--- src/rtl/counter_pkg.sv ---
// rtl/counter_pkg.sv - shared FSM encodings for the counter sequencer
// Contents:
//   STATE_W         width of the controller state register
//   S_IDLE..S_DONE  controller state encodings (IDLE=0 .. DONE=4)
package counter_pkg;

  localparam int STATE_W = 3;

  localparam logic [STATE_W-1:0] S_IDLE = 3'd0;
  localparam logic [STATE_W-1:0] S_LOAD = 3'd1;
  localparam logic [STATE_W-1:0] S_RUN  = 3'd2;
  localparam logic [STATE_W-1:0] S_HOLD = 3'd3;
  localparam logic [STATE_W-1:0] S_DONE = 3'd4;

endpackage

--- src/rtl/counter_core.sv ---
// rtl/counter_core.sv - WIDTH-bit synchronous up/down counter with parallel load
// Ports:
//   clk       in   clock, all updates on posedge
//   reset     in   synchronous active-high, clears count
//   load      in   load load_val this cycle (overrides en)
//   load_val  in   value to load
//   en        in   step the count by one this cycle
//   up_dn     in   1 = increment, 0 = decrement (wraps modulo 2**WIDTH)
//   count     out  registered counter value
module counter_core #(
  parameter int WIDTH = 4
) (
  input  logic             clk,
  input  logic             reset,
  input  logic             load,
  input  logic [WIDTH-1:0] load_val,
  input  logic             en,
  input  logic             up_dn,
  output logic [WIDTH-1:0] count
);

  localparam logic [WIDTH-1:0] ONE = WIDTH'(1);

  logic [WIDTH-1:0] count_q;
  logic [WIDTH-1:0] count_d;

  always_comb begin
    count_d = count_q;
    if (load) begin
      count_d = load_val;
    end else if (en) begin
      // Natural overflow of the WIDTH-bit sum gives the modulo wrap.
      count_d = up_dn ? (count_q + ONE) : (count_q - ONE);
    end
  end

  always_ff @(posedge clk) begin
    if (reset) begin
      count_q <= '0;
    end else begin
      count_q <= count_d;
    end
  end

  assign count = count_q;

endmodule

--- src/rtl/counter_ctrl.sv ---
// rtl/counter_ctrl.sv - sequencer/configurator for an up/down counter datapath
// Ports:
//   clk, reset            clock and synchronous active-high reset
//   start, stop, pause    run control (priority reset > stop > start > pause)
//   up_dn, auto_reload    direction and reload mode, latched in LOAD
//   load_val, tc_val      start and terminal values, latched in LOAD
//   prescale              tick every prescale+1 cycles, latched in LOAD
//   count                 current counter value (registered)
//   tc_pulse              one-cycle pulse per terminal event (registered)
//   busy                  high in LOAD, RUN, HOLD
//   done                  high in DONE
module counter_ctrl
  import counter_pkg::*;
#(
  parameter int WIDTH      = 4,
  parameter int PRESCALE_W = 4
) (
  input  logic                  clk,
  input  logic                  reset,
  input  logic                  start,
  input  logic                  stop,
  input  logic                  pause,
  input  logic                  up_dn,
  input  logic                  auto_reload,
  input  logic [WIDTH-1:0]      load_val,
  input  logic [WIDTH-1:0]      tc_val,
  input  logic [PRESCALE_W-1:0] prescale,
  output logic [WIDTH-1:0]      count,
  output logic                  tc_pulse,
  output logic                  busy,
  output logic                  done
);

  localparam logic [PRESCALE_W-1:0] PRE_ONE = PRESCALE_W'(1);

  logic [STATE_W-1:0]    state_q, state_d;
  logic [PRESCALE_W-1:0] presc_q, presc_d;
  logic [WIDTH-1:0]      cfg_load_q, cfg_load_d;
  logic [WIDTH-1:0]      cfg_tc_q, cfg_tc_d;
  logic [PRESCALE_W-1:0] cfg_pre_q, cfg_pre_d;
  logic                  cfg_up_q, cfg_up_d;
  logic                  cfg_reload_q, cfg_reload_d;
  logic                  tc_pulse_q, tc_pulse_d;

  logic                  core_load;
  logic [WIDTH-1:0]      core_load_val;
  logic                  core_en;

  always_comb begin
    state_d       = state_q;
    presc_d       = presc_q;
    cfg_load_d    = cfg_load_q;
    cfg_tc_d      = cfg_tc_q;
    cfg_pre_d     = cfg_pre_q;
    cfg_up_d      = cfg_up_q;
    cfg_reload_d  = cfg_reload_q;
    tc_pulse_d    = 1'b0;
    core_load     = 1'b0;
    core_load_val = cfg_load_q;
    core_en       = 1'b0;

    case (state_q)
      S_IDLE: begin
        if (!stop && start) begin
          state_d = S_LOAD;
        end
      end

      S_LOAD: begin
        // Configuration is captured from the live inputs here and only here.
        cfg_load_d    = load_val;
        cfg_tc_d      = tc_val;
        cfg_pre_d     = prescale;
        cfg_up_d      = up_dn;
        cfg_reload_d  = auto_reload;
        core_load     = 1'b1;
        core_load_val = load_val;
        presc_d       = '0;
        state_d       = S_RUN;
      end

      S_RUN: begin
        if (stop) begin
          state_d = S_IDLE;
        end else if (start) begin
          state_d = S_LOAD;
        end else if (pause) begin
          // Entering HOLD does not advance the prescaler, so the tick phase
          // picks up exactly where it was frozen.
          state_d = S_HOLD;
        end else if (presc_q == cfg_pre_q) begin
          presc_d = '0;
          // Terminal is compared on the tick, so tc_val stays visible for a
          // whole tick period before the event fires.
          if (count == cfg_tc_q) begin
            tc_pulse_d = 1'b1;
            if (cfg_reload_q) begin
              core_load = 1'b1;
            end else begin
              state_d = S_DONE;
            end
          end else begin
            core_en = 1'b1;
          end
        end else begin
          presc_d = presc_q + PRE_ONE;
        end
      end

      S_HOLD: begin
        if (stop) begin
          state_d = S_IDLE;
        end else if (start) begin
          state_d = S_LOAD;
        end else if (!pause) begin
          state_d = S_RUN;
        end
      end

      S_DONE: begin
        if (stop) begin
          state_d = S_IDLE;
        end else if (start) begin
          state_d = S_LOAD;
        end
      end

      default: begin
        state_d = S_IDLE;
      end
    endcase
  end

  always_ff @(posedge clk) begin
    if (reset) begin
      state_q      <= S_IDLE;
      presc_q      <= '0;
      cfg_load_q   <= '0;
      cfg_tc_q     <= '0;
      cfg_pre_q    <= '0;
      cfg_up_q     <= 1'b0;
      cfg_reload_q <= 1'b0;
      tc_pulse_q   <= 1'b0;
    end else begin
      state_q      <= state_d;
      presc_q      <= presc_d;
      cfg_load_q   <= cfg_load_d;
      cfg_tc_q     <= cfg_tc_d;
      cfg_pre_q    <= cfg_pre_d;
      cfg_up_q     <= cfg_up_d;
      cfg_reload_q <= cfg_reload_d;
      tc_pulse_q   <= tc_pulse_d;
    end
  end

  counter_core #(
    .WIDTH(WIDTH)
  ) u_core (
    .clk      (clk),
    .reset    (reset),
    .load     (core_load),
    .load_val (core_load_val),
    .en       (core_en),
    .up_dn    (cfg_up_q),
    .count    (count)
  );

  assign tc_pulse = tc_pulse_q;
  assign busy     = (state_q == S_LOAD) || (state_q == S_RUN) || (state_q == S_HOLD);
  assign done     = (state_q == S_DONE);

endmodule

--- config.mk ---
export PLATFORM = sky130hd
export DESIGN_NAME = counter_ctrl
export DESIGN_NICKNAME = d
export VERILOG_FILES = /design/src/rtl/counter_pkg.sv /design/src/rtl/counter_core.sv /design/src/rtl/counter_ctrl.sv
export SDC_FILE = /design/constraint.sdc
export NUM_CORES = 1
export LEC_CHECK = 0
export CAP_MARGIN = 20
export CORE_MARGIN = 4
export CORE_UTILIZATION = 50
export CTS_CLUSTER_DIAMETER = 120
export DETAILED_ROUTE_END_ITERATION = 6
export HOLD_SLACK_MARGIN = 0.06
export MAX_ROUTING_LAYER = met4
export PLACE_DENSITY = 0.88
export SYNTH_ARGS = -nofsm -noshare
export SYNTH_HDL_FRONTEND = slang
export SYNTH_HIERARCHICAL = 1
export SYNTH_SLANG_ARGS = --single-unit
--- constraint.sdc ---
create_clock -name clk -period 3.5 [get_ports clk]
set_clock_uncertainty 0.2 [all_clocks]
set_input_delay 1.05 -clock clk [delete_from_list [all_inputs] [get_ports clk]]
set_output_delay 1.05 -clock clk [all_outputs]
set_load 0.01 [all_outputs]
Word level (Yosys, flattened, before mapping)
Cells that the tools add are included.

word-level totals
  register bits after elaboration = 26
  latch bits = 0
  bits in writable memories = 0
  ROM bits = 0
  bits of input ports = 19
  output and inout bits = 7
  word-level logic and storage cells = 75
  memories kept = 0

operators by class
  $add $sub $neg = 3
  $mul = 0
  div/mod/pow operators = 0
  $lt $le $gt $ge = 0
  eq/ne operators = 15
  shift-type cells = 0
  muxes and demuxes = 36
  bitwise gates (word level) = 2
  reduce and logical (&&, ||, !) cells = 10

operators with widths
  operator                                             number
  two-way mux 3 bit                                    12
  two-way mux 4 bit                                    8
  inequality test 5 bit, second input constant         3
  case mux 3 bit (5 select lines)                      1
  two-way mux 1 bit                                    13
  adder 4 x 1 -> 4 bit, second input constant          2
  equality test 4 bit                                  2
  inequality test 2 bit, second input constant         4
  case mux 4 bit (2 select lines)                      1
  equality test 3 x 2 -> 1 bit, second input constant  2
  AND reduction 6 bit                                  1
  OR reduction 6 bit                                   1
  inequality test 4 bit, second input constant         1
  AND reduction 4 bit                                  1
  nonzero test 2 bit                                   2
  subtractor 4 x 1 -> 4 bit, second input constant     1
  equality test 3 x 1 -> 1 bit, second input constant  1
  equality test 3 bit, second input constant           1
  zero test 3 bit                                      1
  inequality test 3 bit, second input constant         1
  logical OR 1 bit                                     2
  NOT 1 bit                                            2
  case mux 1 bit (2 select lines)                      1
  logical AND 1 bit                                    1
  zero test 1 bit                                      1

Logic depth before layout (Yosys ltp)
  depth after elaboration = 9
  mapped depth = 9

Hierarchy
The synthesis kept the hierarchy.

modules (own cells, without submodules)
  module        times used  cells each  area each (µm²)
  counter_ctrl  1           131         1043.5
  counter_core  1           30          295.3

Worst setup path after synthesis
Ideal clock, no wire load.

  kind = input to register
  start point = input port stop
  end point = register u_core.count_q[3], in the netlist u_core/count[3]
  setup time = 0.123 ns
  arrival = 2.827 ns
  path slack = 0.350 ns
  stages on the path = 7
  buffers on the path = 1
  cell sequence = or3_1 > or3_4 > o31ai_1 > buf_6 > nand2b_1 > nor3b_1 > a311o_2

on the way
  word-level cells in the longest chain between the ends = 3
  elaborated cells on any way between the ends = 6
  classes of those cells = mux (5); reduce/logical (1)

ends and longest elaborated chain
  element                                                         RTL line            RTL
  start, declared                                                 counter_ctrl.sv:21  input logic stop,
  two-way mux 1 bit (*)                                           counter_ctrl.sv:83  if (stop) begin
  case mux 1 bit (2 select lines) (*)                             counter_ctrl.sv:62  case (state_q)
  via core_load                                                   counter_ctrl.sv:45  logic core_load;
  two-way mux 4 bit / nonzero test 2 bit (equally long branches)  --
  end signal, assigned                                            counter_core.sv:41  count_q <= count_d;
  end, declared                                                   counter_core.sv:24  logic [WIDTH-1:0] count_q;

The timed path passes the listed nets; every way through them passes the cells marked *.
A chain may end at the register's enable or synchronous reset.

Worst setup path in the final report
  start point = input port start
  end point = register u_core.count_q[3], in the netlist u_core/count[3]

on the way
  word-level cells in the longest chain between the ends = 4
  elaborated cells on any way between the ends = 8
  classes of those cells = mux (7); reduce/logical (1)

ends and longest elaborated chain
  element                                                         RTL line            RTL
  start, declared                                                 counter_ctrl.sv:20  input logic start,
  two-way mux 1 bit (*)                                           counter_ctrl.sv:85  end else if (start) begin
  two-way mux 1 bit (*)                                           counter_ctrl.sv:83
  case mux 1 bit (2 select lines) (*)                             counter_ctrl.sv:62
  via core_load                                                   counter_ctrl.sv:45
  two-way mux 4 bit / nonzero test 2 bit (equally long branches)  --

Marks and branches as above.

==> flow_metrics.env <==
export IMPL_critPathKind="primary input to flop"
export IMPL_dieArea_sq_um=3570
export IMPL_drt_wl_total_mm=2.97
export IMPL_core_sq_um=2520
export IMPL_areaGrowthSynthToFinish_pct=24.8
export IMPL_postSynthAreaPerCell_sq_um=8.32
export IMPL_worstPathMaxFanout=6
export IMPL_drtIter0Drc=43
export IMPL_wl_per_cell_um=13.6
export IMPL_min_period_over_period_pct=94.6
export IMPL_fmax_ghz=0.302
export IMPL_drv_cap=0
export IMPL_clock_tree_buffer_depth=2
export IMPL_final_setup_tns_ns=0
export IMPL_gp_congestion=0.901
export IMPL_p_leak_nw=0.591
export IMPL_initial_core_util_pct=53.1
export IMPL_place_ws_ns=-0.142
export IMPL_syn_inst=161
export IMPL_crit_chain="clkdlybuf4s50_1, or3_1, or3_4, o31ai_1, nand2b_1, nor3b_1, a311o_2"
export IMPL_antenna_found_initial=0
export IMPL_dp_final_hpwl_mm=2.21
export IMPL_synthesis_area_sq_um=1340
export IMPL_grt_use_total_pct=18.4
export IMPL_firstDrtPassIters=4
export IMPL_report_final_hold_viol_count=0
export IMPL_cts_resized=0
export IMPL_io_buffers=25
export IMPL_cts_sinks=26
export IMPL_power_density_nw_per_um2=321
export IMPL_whs_ns=0.279
export IMPL_drc=0
export IMPL_max_slew_margin_pct=70.6
export IMPL_vdd_drop_max_mv=0.318
export IMPL_setup_violations=0
export IMPL_cts_setup_buffers=0
export IMPL_grt_pass1_vias=1165
export IMPL_grt_max_degree=27
export IMPL_slew_violations=0
export IMPL_ys_seq_area_share_pct=38.9
export IMPL_fin_crit_ns=3.31
export IMPL_ios=26
export IMPL_vias=1212
export IMPL_required_ns=3.52
export IMPL_syn_nets=184
export IMPL_synth_cell_type_count=41
export IMPL_overflow=0
export IMPL_slowest_delay_ns=0.49
export IMPL_hold_path_class="flop to flop"
export IMPL_cp_end_kind="flop"
export IMPL_crit_buf_inv=1
export IMPL_die_w_um=59.7
export IMPL_grt_pass1_wl_mm=4.84
export IMPL_layout_setup_ws_ns=0.189
export IMPL_diodes=0
export IMPL_status="finished clean"
export IMPL_drive_gt1_share_pct=10.1
export IMPL_avgViaCountPerCell=5.53
export IMPL_rsz0062_at_grt="false"
export IMPL_row_count=18
export IMPL_cts_root_buf="clkbuf_4"
export IMPL_synth_warning_count=6
export IMPL_r2r_slack_ns=0.85
export IMPL_cts_buffers=3
export IMPL_worst_ep_arrival_time_ns=3.33
export IMPL_crit_slowest_cell="clkdlybuf4s50_1"
export IMPL_cts_hold_repair_buffers=0
export IMPL_power_w=0.000537
export IMPL_tritoncts="yes"
export IMPL_worst_pin_slew_ns=0.440
export IMPL_ys_ff_latch=26
export IMPL_cp_start_kind="primary input"
export IMPL_nets=213
export IMPL_h_tree_depth=1
export IMPL_dieHeight_um=59.7
export IMPL_postRouteAntennaNets=0
export IMPL_crit_family="simple AND/OR/NAND/NOR gates"
export IMPL_clkLatencyLatePin_ns=0.31
export IMPL_clk_pin_slew_ns=0.13
power by group:
group / switching, W / total [W] / internal (W)
combinational: 0.0000378 / 0.0000793 / 0.0000415
clock: 0.0000838 / 0.000147 / 0.0000635
sequential: 0.00000679 / 0.000310 / 0.000304
total: 0.000128 / 0.000537 / 0.000409
cell usage after synthesis:
library cell  instances  share of area [%]
nor4_1                2               0.93
and2_1                1               0.47
clkbuf_1              5                1.4
mux2i_1               3                2.2
a31oi_1               1               0.47
and2b_2               1               0.65
a211o_2               1               0.75
o21ai_0               2               0.75
buf_6                 1               0.84
a32oi_1               1               0.65
o31ai_1               1               0.56
or3b_4                1               0.84
nor2_1               10                2.8
and3_1                1               0.47
nand3_1               3                1.1
a2111oi_2             1                1.1
nor3b_1               4                2.2
a311o_2               1               0.84
or3_4                 1               0.84
inv_1                 3               0.84
or2b_1                1               0.56
nor3_1                2               0.75
nand3b_1              2                1.1
fa_1                  1                1.5
or3_1                 1               0.47
nand2_1              37                 10
a2111oi_0             1               0.65
buf_4                 1               0.56
xor2_1                1               0.65
a21oi_1              20                7.5
nand2b_1              2               0.93
or3b_2                1               0.65
ha_1                  3                2.8
o41ai_2               1                1.2
xnor2_1              10                6.5
a21o_1                1               0.56
or3b_1                1               0.65
dfxtp_1              26                 39
o21a_1                1               0.56
mux2_2                1               0.84
nand4_1               3                1.4
flip-flops by register name (all words and copies together) (netlist names):
name	cells
cfg_load_q	4
cfg_pre_q	4
cfg_tc_q	4
presc_q	4
u_core/count	4
state_q	3
cfg_reload_q	1
cfg_up_q	1
tc_pulse	1
worst reg2reg max path, cell delays in order, from the launching register on:
cell	delay, ns
dfxtp_1	0.51
or3b_4	0.45
or3_4	0.41
o31ai_1	0.35
nand2b_1	0.20
nor3b_1	0.06
a311o_2	0.38
per-stage QoR:
step                      cells  util, %  area (sq um)
after CTS                   219     66.2          1670
final                       219     66.2          1670
after detailed placement    215     64.8          1630
after floorplan             161        -          1340
after global placement      215     64.8          1630
after global routing        219     66.2          1670
routing by layer:
metal / track usage (%) / vias to the layer above / wire [um]
met5: - / - / 0
met4: 6.33 / 0 / 17
met3: 2.59 / 4 / 129
met2: 34.4 / 35 / 1570
met1: 19.4 / 559 / 1250
li1: - / 614 / -
cells by family after synthesis:
group                    Yosys count  synth area share (%)
AND/OR/NAND/NOR                   74                  27.3
AO/OA/AOI/OAI                     32                  15.6
flip-flops                        26                  38.9
XOR/XNOR                          11                  7.20
buffers and inverters             10                  3.65
multiplexers                       4                  3.08
adder cells (fa/ha/maj)            4                  4.30
worst paths after layout:
kind / cells after the start / end / from
max: 7 / u_core/count[3]$_SDFFE_PP0P_ / start
min reg2reg: 2 / cfg_pre_q[3]$_SDFFE_PP0P_ / cfg_pre_q[3]$_SDFFE_PP0P_
max reg2reg: 6 / u_core/count[3]$_SDFFE_PP0P_ / state_q[1]$_SDFFE_PP0P_
min: 2 / cfg_pre_q[3]$_SDFFE_PP0P_ / cfg_pre_q[3]$_SDFFE_PP0P_
cell usage in the layout (no fill, tap or decap), drive strengths merged, types with 4 or more instances in the layout:
master / count
nand2: 37
nor3b: 4
nor2: 10
xnor2: 10
clkdlybuf4s50: 25
clkbuf: 4
a21oi: 20
dfxtp: 26
buf: 6
area by class of cell:
class                           instances  area, sq um
Multi-Input combinational cell        125          769
Timing Repair Buffer                   31          295
Clock buffer                            4         36.3
Inverter                                3         11.3
Tap cell                               30         37.5
Sequential cell                        26          520
Fill cell                             215          852
No activity file was read; power rests on OpenSTA's default activity.
==> variant 1, RTL diff (same flow settings) <==
Reset style: asynchronous (`reset`), changed in 2 clocked blocks. Comments in the files are not updated.
--- a/src/rtl/counter_core.sv
+++ b/src/rtl/counter_core.sv
@@ -34,7 +34,7 @@
     end
   end
 
-  always_ff @(posedge clk) begin
+  always_ff @(posedge clk or posedge reset) begin
     if (reset) begin
       count_q <= '0;
     end else begin
--- a/src/rtl/counter_ctrl.sv
+++ b/src/rtl/counter_ctrl.sv
@@ -131,7 +131,7 @@
     endcase
   end
 
-  always_ff @(posedge clk) begin
+  always_ff @(posedge clk or posedge reset) begin
     if (reset) begin
       state_q      <= S_IDLE;
       presc_q      <= '0;
Function: differs if reset is asserted again (counterexample within 4 cycles, from zero or initial values and one cycle with reset high); with reset held inactive, the same outputs for 4 cycles.
==> variant 1 against the original RTL <==
  * Cell area is 5.8% higher
  * Critical endpoint is now u_core/count[3]
  * Worst setup slack improved by 0.27 ns
  * Core utilization down 2.7 points
  * Sequential cell count did not move
  * Synthesized area grew 9.4%
  * Final cell count fell by 16%
  * Routed wire length down 7.2%
Power is not compared: it rests on default switching activity, and its combinational part moved more than twofold at a synthesized area within 25%.
==> variant 1: results (changes against the original RTL) <==
The detailed placer's ending HPWL is 2140 um (was 2210 um). The summed instance area of the synthesized netlist is 1470 sq um (was 1340 sq um). The via count normalized by instance count is 5.78 (was 5.53).

The async set-or-reset flop fraction in the synthesized netlist is 1.00 (was 0). The DRC marker count from the first detailed-route iteration is 66 (was 43). The headroom to the max-slew limit came out at 0.455 (was 0.706). The highest routed metal layer is met4 (unchanged). Most common library cells after synthesis: 26 x sky130_fd_sc_hd__dfrtp_1, 15 x sky130_fd_sc_hd__mux2_2, 7 x sky130_fd_sc_hd__nand2_1, 7 x sky130_fd_sc_hd__o21ai_0, 6 x sky130_fd_sc_hd__nor3b_1 (was 37 x sky130_fd_sc_hd__nand2_1, 26 x sky130_fd_sc_hd__dfxtp_1, 20 x sky130_fd_sc_hd__a21oi_1). The maximum number of pins on one net before global-route repair is 23 (was 27). The routed wire length on met3 came out at 98 um (was 129 um).

Most area-consuming cells after synthesis: sky130_fd_sc_hd__dfrtp_1 44%, sky130_fd_sc_hd__mux2_2 12%, sky130_fd_sc_hd__nor3b_1 3.1% (was sky130_fd_sc_hd__dfxtp_1 39%, sky130_fd_sc_hd__nand2_1 10%, sky130_fd_sc_hd__a21oi_1 7.5%). The top fanout value on the critical path was 7 (was 6). The sequential share of the synthesized area came to 0.444 (was 0.389). The via count of the routed design was 1063 (was 1212). The global-route wire length before repair came to 5170 um (was 4840 um). The final weighted congestion in routability-driven placement is 0.919 (was 0.901). The routed length on met2 is 1430 um (was 1570 um). The layout multi-input combinational cell count is 93 (was 125). The arrival time of data at the critical path endpoint is 3.05 ns (was 3.33 ns). The sequential portion of the cell area was 0.368 (was 0.312). The multi-input gate share of the layout cell area came out at 0.436 (was 0.461).

The routed wire length is 2750 um (was 2970 um). The overall track demand over capacity in global routing is 0.166 (was 0.184). The net count after synthesis is 149 (was 184). The share of cells above drive strength 1 came to 0.183 (was 0.101).

The total cell area at the placement stage is 1740 sq um (was 1630 sq um). The worst slack at placement came to 0.143 ns (was -0.142 ns). Status: completed (unchanged). The sequential cell area was 651 sq um (was 520 sq um). The number of distinct library cell variants in the gate-level netlist after synthesis is 40 (was 41).

The routed metal-1 wirelength is 1190 um (was 1250 um). The synthesized area divided by synthesized cell count is 11.6 sq um (was 8.32 sq um). The layout net count came out at 178 (was 213). The layout buffer count excluding clock buffers came out at 28 (was 31).

The fill cell total of the finished layout came out at 236 (was 215). The number of iterations in the first detailed-routing pass is 4 (unchanged). The relative area of clock buffers and inverters in the final design is 0.0127 (was 0.0217).
-- variant 1: changes by cell type after synthesis, sizes merged, moves of 3 or more --
cell and delta:
nand2 -30, o21ai +5, or3b -3, dfrtp +26
xor2 +4, nor2b +4, nor2 -8, mux2 +14
dfxtp -26, clkbuf -5, a21oi -17, xnor2 -5
nor3b +3
-- variant 1: path summary, 6_finish.rpt --
| path | start | to | slack [ns] | cells after the start |
|---|---|---|---|---|
| max | stop | u_core/count[3] | 0.46 | 8 |
| min | cfg_load_q[3] | cfg_load_q[3] | 0.32 | 1 |
| max reg2reg | presc_q[0] | u_core/count[3] | 0.89 | 7 |
| min reg2reg | cfg_load_q[3] | cfg_load_q[3] | 0.32 | 1 |
| max in group asynchronous | reset | state_q[2] | 1.59 | 2 |
| min in group asynchronous | reset | u_core/count[2] | 0.73 | 2 |
-- variant 1: logic make-up (layout without fill, tap and decap cells) --
kind of cell	count (synthesis)	count (layout)	synth area share
buf+inv	7	34	0.0299
mux	18	18	0.136
xor+xnor	10	10	0.0598
compound gates	23	23	0.108
flops	26	26	0.444
fa+ha+maj	4	4	0.0393
simple gates	38	38	0.183
-- variant 1: worst reg2reg max path, cell delays in order, from the launching register on --
cell                       delay (ns)
sky130_fd_sc_hd__dfrtp_1         0.45
sky130_fd_sc_hd__xor2_1          0.19
sky130_fd_sc_hd__or4_4           0.58
sky130_fd_sc_hd__nor3_1          0.28
sky130_fd_sc_hd__a21o_1          0.31
sky130_fd_sc_hd__and3b_2         0.24
sky130_fd_sc_hd__o211ai_1        0.17
sky130_fd_sc_hd__nand3_1         0.09
-- variant 1: metal layers --
layer  GRT usage  vias to the layer above
met5           -                        -
met4      0.0569                        0
met3      0.0396                        5
met2       0.281                       18
met1       0.190                      522
li1            -                      518
==> variant 2, RTL diff (config.mk and constraints unchanged) <==
Without the edit above. `WIDTH` is set to 4 in 2 places; all go to 6.
--- a/src/rtl/counter_core.sv
+++ b/src/rtl/counter_core.sv
@@ -8,7 +8,7 @@
 //   up_dn     in   1 = increment, 0 = decrement (wraps modulo 2**WIDTH)
 //   count     out  registered counter value
 module counter_core #(
-  parameter int WIDTH = 4
+  parameter int WIDTH = 6
 ) (
   input  logic             clk,
   input  logic             reset,
--- a/src/rtl/counter_ctrl.sv
+++ b/src/rtl/counter_ctrl.sv
@@ -12,7 +12,7 @@
 module counter_ctrl
   import counter_pkg::*;
 #(
-  parameter int WIDTH      = 4,
+  parameter int WIDTH      = 6,
   parameter int PRESCALE_W = 4
 ) (
   input  logic                  clk,
Ports: changed (resized count, load_val and tc_val); port bits go from 26 to 32. No check against the original RTL was run, so the function may have changed too.
==> variant 2 against the original RTL <==
  * Sequential cell count increased by 6
  * Count of clock-buffer cells in the layout increased by 4
  * Sequential power increased by 23%
  * Routed wire length increased by 26%
  * Cell area increased by 26%
  * Synthesized area increased by 28%
  * Final cell count increased by 30%
  * Hold slack got worse by 0.012 ns
  * Sequential share of layout area decreased by 0.76 points
  * Total power increased by 34%
  * Worst setup slack improved by 0.30 ns
  * Critical endpoint is now u_core/count[4]
  * Largest cell class unchanged
==> variant 2: results (changes against the original RTL) <==
The DRC marker count from the first detailed-route iteration is 54 (was 43). The top fanout value on the critical path came out at 15 (was 6). The clock transition time at the flip-flop clock pins of the worst setup and hold paths is 0.09 ns (was 0.13 ns). The xor/xnor share of the synthesized area is 0.0764 (was 0.0720).

The met1 routing resource usage after global routing was 0.214 (was 0.194). The total number of H-tree levels came out at 2 (was 1). The global-route wire length before repair is 6320 um (was 4840 um). The share of cells above drive strength 1 came out at 0.0924 (was 0.101). The compound-cell area share of the yosys netlist is 0.164 (was 0.156). Most area-consuming cells after synthesis: sky130_fd_sc_hd__dfxtp_1 37%, sky130_fd_sc_hd__nand2_1 11%, sky130_fd_sc_hd__a21oi_1 8.4% (was sky130_fd_sc_hd__dfxtp_1 39%, sky130_fd_sc_hd__nand2_1 10%, sky130_fd_sc_hd__a21oi_1 7.5%). The transition time at the pin with the least slew margin came out at 0.792 ns (was 0.440 ns). The end point of the most critical hold path is cfg_load_q[4] (was cfg_pre_q[3]). The arrival time of data at the critical path endpoint came out at 3.05 ns (was 3.33 ns).

The multiplexer area fraction after synthesis is 0.0116 (was 0.0308). The net count after synthesis came out at 236 (was 184). The worst min-delay path startpoint is cfg_load_q[4] (was cfg_pre_q[3]). Status: completed (unchanged). The sequential share of the synthesized area came out at 0.373 (was 0.389). Most common library cells after synthesis: 49 x sky130_fd_sc_hd__nand2_1, 32 x sky130_fd_sc_hd__dfxtp_1, 29 x sky130_fd_sc_hd__a21oi_1 (was 37 x sky130_fd_sc_hd__nand2_1, 26 x sky130_fd_sc_hd__dfxtp_1, 20 x sky130_fd_sc_hd__a21oi_1).

The reg-to-reg endpoint is u_core/count[4] (was u_core/count[3]). The maximum number of pins on one net before global-route repair is 22 (was 27). The fill cell total of the finished layout is 319 (was 215). The final weighted congestion in routability-driven placement came out at 0.763 (was 0.901). The area share of fa/ha/maj cells after synthesis is 0.0480 (was 0.0430).

The total leakage power is 0.779 nW (was 0.591 nW). The TritonCTS buffer count is 5 (was 3). The number of distinct library cell variants in the gate-level netlist after synthesis is 47 (was 41).
-- variant 2: cell count changes in the layout (fill, tap and decap cells not counted), sizes merged, moves of 3 or more --
cell,delta
a21oi,+9
a31oi,+4
buf,-3
clkbuf,+4
clkdlybuf4s50,+6
dfxtp,+6
nand2,+12
nand4b,+3
or3b,-3
xnor2,+3
-- variant 2: worst max-delay path by stage --
stage / endpoint / from / slack, ns
after floorplan: u_core/count[4] / stop / 0.88
after global placement: u_core/count[4] / stop / 0.23
after detailed placement: u_core/count[4] / stop / 0.14
after CTS: u_core/count[4] / stop / 0.49
after global routing: u_core/count[3] / stop / 0.26
final: u_core/count[4] / stop / 0.49
-- variant 2: area by class of cell --
type                       instances  share of cell area
clock buffer                       8              0.0279
tap                               46              0.0273
inverter                           3             0.00534
timing repair buffer              34               0.158
multi-input combinational        161               0.477
sequential                        32               0.304
-- variant 2: kinds of logic after synthesis --
logic type | Yosys count
and+or+nand+nor | 93
buffers and inverters | 14
DFF | 32
adders and majority gates | 6
xor gates and xnor gates | 15
AOI/OAI and AO/OA | 45
muxes | 2
-- variant 2: worst max-delay path: stages --
cell and delay [ns]:
sky130_fd_sc_hd__clkdlybuf4s50_1 0.61, sky130_fd_sc_hd__nor3b_4 0.09, sky130_fd_sc_hd__nand2_1 0.13, sky130_fd_sc_hd__nor2_1 0.07, sky130_fd_sc_hd__a31o_1 0.37, sky130_fd_sc_hd__or4b_1 0.56
sky130_fd_sc_hd__a31oi_1 0.16
-- variant 2: power by group through the flow --
stage                     Clock (mW)  Sequential, mW  Combinational (mW)
after global routing           0.241           0.383               0.127
after floorplan                    0           0.389              0.0696
final                          0.220           0.382               0.116
after detailed placement           0           0.390               0.115
after global placement             0           0.390               0.113
after CTS                      0.227           0.382               0.116
-- variant 2: stage by stage --
step                std cells  hold slack [ns]  area (sq um)  setup slack (ns)  utilization
floorplan                 207            0.244          1720             0.883            -
finish                    284            0.267          2110             0.491        0.631
global placement          276            0.251          2050             0.234        0.614
detailed placement        276            0.256          2050             0.137        0.614
CTS                       284            0.269          2110             0.494        0.631
global route              284            0.296          2110             0.264        0.631
-- variant 2: per-layer routing --
metal,part of all wire,vias up
met1,0.46,670
met5,0,-
met2,0.50,26
met3,0.040,2
li1,-,782
met4,0.0027,0
